**config.mk**
```make
export PLATFORM = sky130hd
export DESIGN_NAME = jtbubl_snd_comm
export DESIGN_NICKNAME = d
export VERILOG_FILES = /design/src/rtl/jtbubl_snd_comm_pkg.sv /design/src/rtl/jtbubl_snd_fifo.sv /design/src/rtl/jtbubl_snd_comm.sv
export SDC_FILE = /design/constraint.sdc
export NUM_CORES = 1
export LEC_CHECK = 0
export ABC_AREA = 0
export CORE_ASPECT_RATIO = 1.5
export CORE_MARGIN = 2
export CORE_UTILIZATION = 28
export DETAILED_ROUTE_END_ITERATION = 16
export GPL_TIMING_DRIVEN = 0
export SYNTH_ARGS = -nofsm -noshare
export SYNTH_HDL_FRONTEND = slang
export SYNTH_SLANG_ARGS = --single-unit
```
**constraint.sdc**
```tcl
create_clock -name clk24 -period 2.8 [get_ports clk24]
set_clock_uncertainty 0.15 [all_clocks]
set_input_delay 0.7 -clock clk24 [delete_from_list [all_inputs] [get_ports clk24]]
set_output_delay 0.7 -clock clk24 [all_outputs]
set_load 0.02 [all_outputs]
```
**src/rtl/jtbubl_snd_comm_pkg.sv**
```systemverilog
// Shared constants for the main<->sound CPU command channel.
package jtbubl_snd_comm_pkg;

  localparam logic [1:0] ADDR_DATA   = 2'd0;
  localparam logic [1:0] ADDR_STAT   = 2'd1;
  localparam logic [1:0] ADDR_NMIOFF = 2'd2;

  localparam int unsigned ST_CMD = 0;
  localparam int unsigned ST_REP = 1;
  localparam int unsigned ST_OVF = 2;

  localparam int unsigned NumSides = 2;
  localparam int unsigned SideMain = 0;
  localparam int unsigned SideSnd  = 1;

endpackage

```
**src/rtl/jtbubl_snd_fifo.sv**
```systemverilog
// Small command FIFO; a push while full is accepted only if a pop frees a slot that cycle.
module jtbubl_snd_fifo #(
  parameter int unsigned FIFO_AW = 2
) (
  input  logic       clk_i,
  input  logic       rst_ni,
  input  logic       push_i,
  input  logic       pop_i,
  input  logic [7:0] data_i,
  output logic [7:0] head_o,
  output logic       full_o,
  output logic       empty_o
);

  localparam int unsigned Depth = 2 ** FIFO_AW;

  logic [7:0]         mem_q [Depth];
  logic [FIFO_AW-1:0] wr_ptr_q, wr_ptr_d, rd_ptr_q, rd_ptr_d;
  logic [FIFO_AW:0]   cnt_q, cnt_d;
  logic               push_ok, pop_ok;

  assign full_o  = (cnt_q == (FIFO_AW + 1)'(Depth));
  assign empty_o = (cnt_q == '0);
  assign pop_ok  = pop_i && !empty_o;
  assign push_ok = push_i && (!full_o || pop_ok);
  assign head_o  = mem_q[rd_ptr_q];

  always_comb begin
    wr_ptr_d = wr_ptr_q;
    rd_ptr_d = rd_ptr_q;
    cnt_d    = cnt_q;
    if (push_ok) wr_ptr_d = wr_ptr_q + (FIFO_AW)'(1);
    if (pop_ok)  rd_ptr_d = rd_ptr_q + (FIFO_AW)'(1);
    if (push_ok && !pop_ok)      cnt_d = cnt_q + (FIFO_AW + 1)'(1);
    else if (pop_ok && !push_ok) cnt_d = cnt_q - (FIFO_AW + 1)'(1);
  end

  always_ff @(posedge clk_i or negedge rst_ni) begin
    if (!rst_ni) begin
      wr_ptr_q <= '0;
      rd_ptr_q <= '0;
      cnt_q    <= '0;
    end else begin
      wr_ptr_q <= wr_ptr_d;
      rd_ptr_q <= rd_ptr_d;
      cnt_q    <= cnt_d;
    end
  end

  always_ff @(posedge clk_i) begin
    if (push_ok) mem_q[wr_ptr_q] <= data_i;
  end

endmodule

```
**src/rtl/jtbubl_snd_comm.sv**
```systemverilog
// Main->sound command latch (or FIFO with JTBUBL_SND_FIFO_EN) with sound->main reply byte.
// Define JTBUBL_SND_FIFO_EN to queue commands in a 2**FIFO_AW deep FIFO.
module jtbubl_snd_comm
  import jtbubl_snd_comm_pkg::*;
#(
  parameter int unsigned FIFO_AW = 2
) (
  input  logic       clk24,
  input  logic       rst_n,
  input  logic       main_cs,
  input  logic [1:0] main_addr,
  input  logic       main_wrn,
  input  logic [7:0] main_dout,
  output logic [7:0] main_din,
  input  logic       snd_cs,
  input  logic [1:0] snd_addr,
  input  logic       snd_wrn,
  input  logic [7:0] snd_dout,
  output logic [7:0] snd_din,
  output logic       snd_nmi_n
);

  logic [NumSides-1:0]      cs_v, wrn_v, wr_act, rd_act, wr_evt, rd_end;
  logic [NumSides-1:0]      armed_q, armed_d, wr_q, rd_q;
  logic [NumSides-1:0][1:0] addr_v, rd_addr_q, rd_addr_d;

  assign cs_v   = {snd_cs, main_cs};
  assign wrn_v  = {snd_wrn, main_wrn};
  assign addr_v = {snd_addr, main_addr};

  // armed_q stays low until cs drops, so an access spanning reset release is ignored.
  always_comb begin
    wr_act    = '0;
    rd_act    = '0;
    wr_evt    = '0;
    rd_end    = '0;
    armed_d   = armed_q;
    rd_addr_d = rd_addr_q;
    for (int i = 0; i < NumSides; i++) begin
      wr_act[i]  = cs_v[i] && !wrn_v[i] && armed_q[i];
      rd_act[i]  = cs_v[i] && wrn_v[i] && armed_q[i];
      wr_evt[i]  = wr_act[i] && !wr_q[i];
      rd_end[i]  = rd_q[i] && !rd_act[i];
      armed_d[i] = armed_q[i] || !cs_v[i];
      if (rd_act[i]) rd_addr_d[i] = addr_v[i];
    end
  end

  logic main_cmd_wr, main_rep_rd, main_ovf_clr, snd_cmd_rd, snd_rep_wr, nmi_on, nmi_off;

  assign main_cmd_wr  = wr_evt[SideMain] && (main_addr == ADDR_DATA);
  assign main_rep_rd  = rd_end[SideMain] && (rd_addr_q[SideMain] == ADDR_DATA);
  assign main_ovf_clr = rd_end[SideMain] && (rd_addr_q[SideMain] == ADDR_STAT);
  assign snd_cmd_rd   = rd_end[SideSnd] && (rd_addr_q[SideSnd] == ADDR_DATA);
  assign snd_rep_wr   = wr_evt[SideSnd] && (snd_addr == ADDR_DATA);
  assign nmi_on       = wr_evt[SideSnd] && (snd_addr == ADDR_STAT);
  assign nmi_off      = wr_evt[SideSnd] && (snd_addr == ADDR_NMIOFF);

  logic       cmd_pend, ovf_set;
  logic [7:0] cmd_rd_data;

`ifdef JTBUBL_SND_FIFO_EN
  logic       fifo_full, fifo_empty, fifo_pop;
  logic [7:0] fifo_head, last_q, last_d;

  assign fifo_pop    = snd_cmd_rd && !fifo_empty;
  assign cmd_pend    = !fifo_empty;
  assign ovf_set     = main_cmd_wr && fifo_full && !fifo_pop;
  assign cmd_rd_data = fifo_empty ? last_q : fifo_head;
  assign last_d      = fifo_pop ? fifo_head : last_q;

  jtbubl_snd_fifo #(
    .FIFO_AW(FIFO_AW)
  ) u_fifo (
    .clk_i  (clk24),
    .rst_ni (rst_n),
    .push_i (main_cmd_wr),
    .pop_i  (fifo_pop),
    .data_i (main_dout),
    .head_o (fifo_head),
    .full_o (fifo_full),
    .empty_o(fifo_empty)
  );

  always_ff @(posedge clk24 or negedge rst_n) begin
    if (!rst_n) last_q <= '0;
    else        last_q <= last_d;
  end
`else
  logic [7:0] cmd_q, cmd_d;
  logic       cmd_pend_q, cmd_pend_d;
  logic       unused_fifo_aw;

  assign unused_fifo_aw = ^FIFO_AW;
  assign cmd_pend       = cmd_pend_q;
  assign cmd_rd_data    = cmd_q;
  // An overwrite racing the sound read is not an overflow: the old byte was consumed.
  assign ovf_set        = main_cmd_wr && cmd_pend_q && !snd_cmd_rd;

  always_comb begin
    cmd_d      = main_cmd_wr ? main_dout : cmd_q;
    cmd_pend_d = cmd_pend_q;
    if (snd_cmd_rd)  cmd_pend_d = 1'b0;
    if (main_cmd_wr) cmd_pend_d = 1'b1;
  end

  always_ff @(posedge clk24 or negedge rst_n) begin
    if (!rst_n) begin
      cmd_q      <= '0;
      cmd_pend_q <= 1'b0;
    end else begin
      cmd_q      <= cmd_d;
      cmd_pend_q <= cmd_pend_d;
    end
  end
`endif

  logic [7:0] reply_q, reply_d;
  logic       rep_pend_q, rep_pend_d, ovf_q, ovf_d, nmi_en_q, nmi_en_d, nmi_n_q, nmi_n_d;

  always_comb begin
    reply_d    = snd_rep_wr ? snd_dout : reply_q;
    rep_pend_d = rep_pend_q;
    ovf_d      = ovf_q;
    nmi_en_d   = nmi_en_q;
    if (main_rep_rd)  rep_pend_d = 1'b0;
    if (snd_rep_wr)   rep_pend_d = 1'b1;
    if (main_ovf_clr) ovf_d = 1'b0;
    if (ovf_set)      ovf_d = 1'b1;
    if (nmi_on)       nmi_en_d = 1'b1;
    if (nmi_off)      nmi_en_d = 1'b0;
    nmi_n_d = ~(cmd_pend && nmi_en_q);
  end

  always_ff @(posedge clk24 or negedge rst_n) begin
    if (!rst_n) begin
      armed_q    <= '0;
      wr_q       <= '0;
      rd_q       <= '0;
      rd_addr_q  <= '0;
      reply_q    <= '0;
      rep_pend_q <= 1'b0;
      ovf_q      <= 1'b0;
      nmi_en_q   <= 1'b0;
      nmi_n_q    <= 1'b1;
    end else begin
      armed_q    <= armed_d;
      wr_q       <= wr_act;
      rd_q       <= rd_act;
      rd_addr_q  <= rd_addr_d;
      reply_q    <= reply_d;
      rep_pend_q <= rep_pend_d;
      ovf_q      <= ovf_d;
      nmi_en_q   <= nmi_en_d;
      nmi_n_q    <= nmi_n_d;
    end
  end

  assign snd_nmi_n = nmi_n_q;

  logic [7:0] main_st, snd_st;

  always_comb begin
    main_st         = '0;
    main_st[ST_CMD] = cmd_pend;
    main_st[ST_REP] = rep_pend_q;
    main_st[ST_OVF] = ovf_q;
    snd_st          = '0;
    snd_st[ST_CMD]  = cmd_pend;
    snd_st[ST_REP]  = rep_pend_q;
    case (main_addr)
      ADDR_DATA: main_din = reply_q;
      ADDR_STAT: main_din = main_st;
      default:   main_din = 8'hff;
    endcase
    case (snd_addr)
      ADDR_DATA: snd_din = cmd_rd_data;
      ADDR_STAT: snd_din = snd_st;
      default:   snd_din = 8'hff;
    endcase
  end

endmodule
```
==> results of run 1 <==
-- layer usage --
metal / global-route usage, % / vias up / routed length [um] / part of all wire (%)
met5: 0 / - / 0 / 0
met4: 5.85 / 0 / 62 / 2.0
met3: 3.60 / 6 / 177 / 5.7
met2: 20.5 / 36 / 1580 / 51
met1: 13.1 / 472 / 1260 / 41
li1: - / 462 / - / -
-- cell type report --
class / instances / area [sq um]
inverter: 5 / 23.8
tap: 66 / 82.6
clock buffer: 5 / 68.8
timing repair buffer: 41 / 402
buffer: 4 / 30.0
multi-input combinational: 65 / 552
sequential: 31 / 777
fill: 505 / 2860
clock inverter: 3 / 15.0
-- cells in the mapped netlist, types with 3 or more instances --
cell type / n
inv_1: 4
nand2_1: 7
nor2_1: 3
clkbuf_1: 3
mux2_2: 11
and2_1: 5
a211o_2: 3
o21ai_0: 3
dfrtp_1: 30
or3_1: 3
a21o_1: 6
a21o_2: 5
mux2_4: 8
-- flip-flops by register name, summed over array words and instances (netlist names), 2 cells and up --
| signal | count |
|---|---|
| cmd_q | 8 |
| reply_q | 8 |
| rd_addr_q | 4 |
| armed_q | 2 |
| rd_q | 2 |
| wr_q | 2 |
-- final timing paths --
path,startpoint,to
worst min register to register,nmi_en_q,snd_nmi_n
worst min-delay path,nmi_en_q,snd_nmi_n
worst max register to register,wr_q[1],reply_q[2]
min in group asynchronous,rst_n,reply_q[1]
worst max-delay path,snd_addr[0],snd_din[5]
max in group asynchronous,rst_n,nmi_en_q
-- per-stage QoR --
step	TNS (ns)	utilization, %	cell area [sq um]
floorplan	0	-	1380
global placement	-5.17	39.0	1870
detailed placement	-5.47	39.0	1870
CTS	0	40.5	1950
global route	0	40.6	1950
finish	0	40.6	1950
-- cell families (layout without fill, tap and decap cells) --
group	count (synthesis)	after routing	synth area share [%]
flip-flops	31	31	56.3
AO/OA/AOI/OAI	23	23	13.4
AND/OR/NAND/NOR	23	23	8.88
multiplexers	19	19	17.7
buffers and inverters	10	58	3.80
-- power by group through the flow --
stage / Sequential (mW) / Clock (mW) / Combinational, mW
after floorplan: 0.575 / 0 / 0.188
after global placement: 0.587 / 0 / 0.299
after detailed placement: 0.591 / 0 / 0.307
after CTS: 0.585 / 0.348 / 0.298
after global routing: 0.595 / 0.362 / 0.318
final: 0.585 / 0.332 / 0.292
-- critical path, cell delays in order --
cell	delay, ns
dlygate4sd2_1	0.33
clkinv_4	0.14
a21o_1	0.18
clkdlybuf4s50_1	0.53
==> reports/summary.txt, run 1 <==
Status -> finished, final reports clean
RSZ-0062 raised after global routing -> false
Starting DRC count in detailed routing -> 25
Combinational Power Share -> 24.1%
Netlist Area Pre-Place -> 1380 sq um
Vias/cell -> 4.44
Worst skew pair latency -> 0.28 ns
DIE HEIGHT -> 90.0 um
Main area contributors after synthesis -> dfrtp_1, mux2_2, mux2_4
Share of cells above drive strength 1 -> 26.6%
Period minus WS final -> 2.74 ns
Initial Util -> 28.7%
DR vias -> 976
Global-route wire length before repair -> 4.91 mm
Setup CP Type -> primary input to primary output
Post-Place Cells -> 213
Power density cells -> 620 nW/um^2
GRT Total Usage -> 12.1%
Switching part of the total -> 27.3%
Clock power share -> 27.5%
Max-cap violations -> 0
Min-delay worst type -> flop to flop
Row count -> 31
Clock Path Buffers -> 2
Clk sink count -> 31
Nets@finish -> 179
Post-cts sizing count -> 11
R2r setup slk -> 0.98 ns
Yosys top cell area share -> 54.3%
EDFF count, synth -> 0
Syn_area_per_cell -> 13.0 sq um
Tcrit/Tclk final -> 97.9%
DRC -> 0
Internal power -> 878 uW
Final Hold Viols -> 0
Startpoint Class -> primary input
Core Region -> 4810 sq um
CP Data Required Time -> 1.95 ns
Fin cells -> 220
Clock Root Buffer -> clkbuf_8
Arrival @ worst endpoint -> 1.89 ns
Fin Hold WS -> 0.270 ns
FF+latch count, synth -> 31
Top_reg_cell synth -> dfrtp_1
Syn_nets -> 132
Setup ws final -> 0.0589 ns
Pre-CTS setup slack -> -0.473 ns
Layout area overhead -> 41.2%
Endpoint class of the critical path -> primary output
Boundary pin count -> 43
Worst reg-to-reg path cell count -> 4
Yosys Warn Count -> 0
Antenna diodes -> 0
Final ANT Viol Nets -> 0
Wire per inst -> 14.0 um
NetSw -> 330 uW
# hold bufs at CTS -> 0
Synth area leader -> dfrtp_1
Most frequent cells in the layout -> dfrtp_1, clkdlybuf4s50_1, mux2_2
P_leak -> 0.914 nW
Worst-path fanout max -> 10
Initial antenna violation count -> 0
Die ar. -> 5520 sq um
CTS tree -> yes
Asr flop ratio synth -> 100%
Congestion Overflow GR -> 0
Routed WL -> 3.08 mm
Clock slew at reported path FFs -> 0.07 ns
Part of the power in registers -> 48.4%
Peak supply drop -> 0.000218 V
IO Port Bufs -> 41
Drt pass-1 iters -> 4
Final Power -> 1.21 mW
Register area share after synthesis -> 56.2%
Syn Inst Count -> 106
Final GP Congestion -> 0.704
Worst-margin pin slew -> 0.679 ns
Post-DP HPWL -> 2.29 mm
Vias in the first global route -> 1080
Final setup fails -> 0
Largest net degree at the start of global routing -> 32
Post-synthesis cell type count -> 24
Max_slew headroom -> 54.7%
Worst Hold Path Cells -> 1
Postcts setup bufs -> 0
Die X -> 61.4 um
Total CTS buffers -> 5
H-tree levels -> 2
Max-slew violation count -> 0
Fmax -> 0.365 GHz
Power figures use the tool's default switching activity.
==> run 2, diff against run 1 <==
CTS_CLUSTER_DIAMETER = 30   (was unset)
==> results of run 2 <==
Final layout, timing and power as in run 1 (identical DEF).
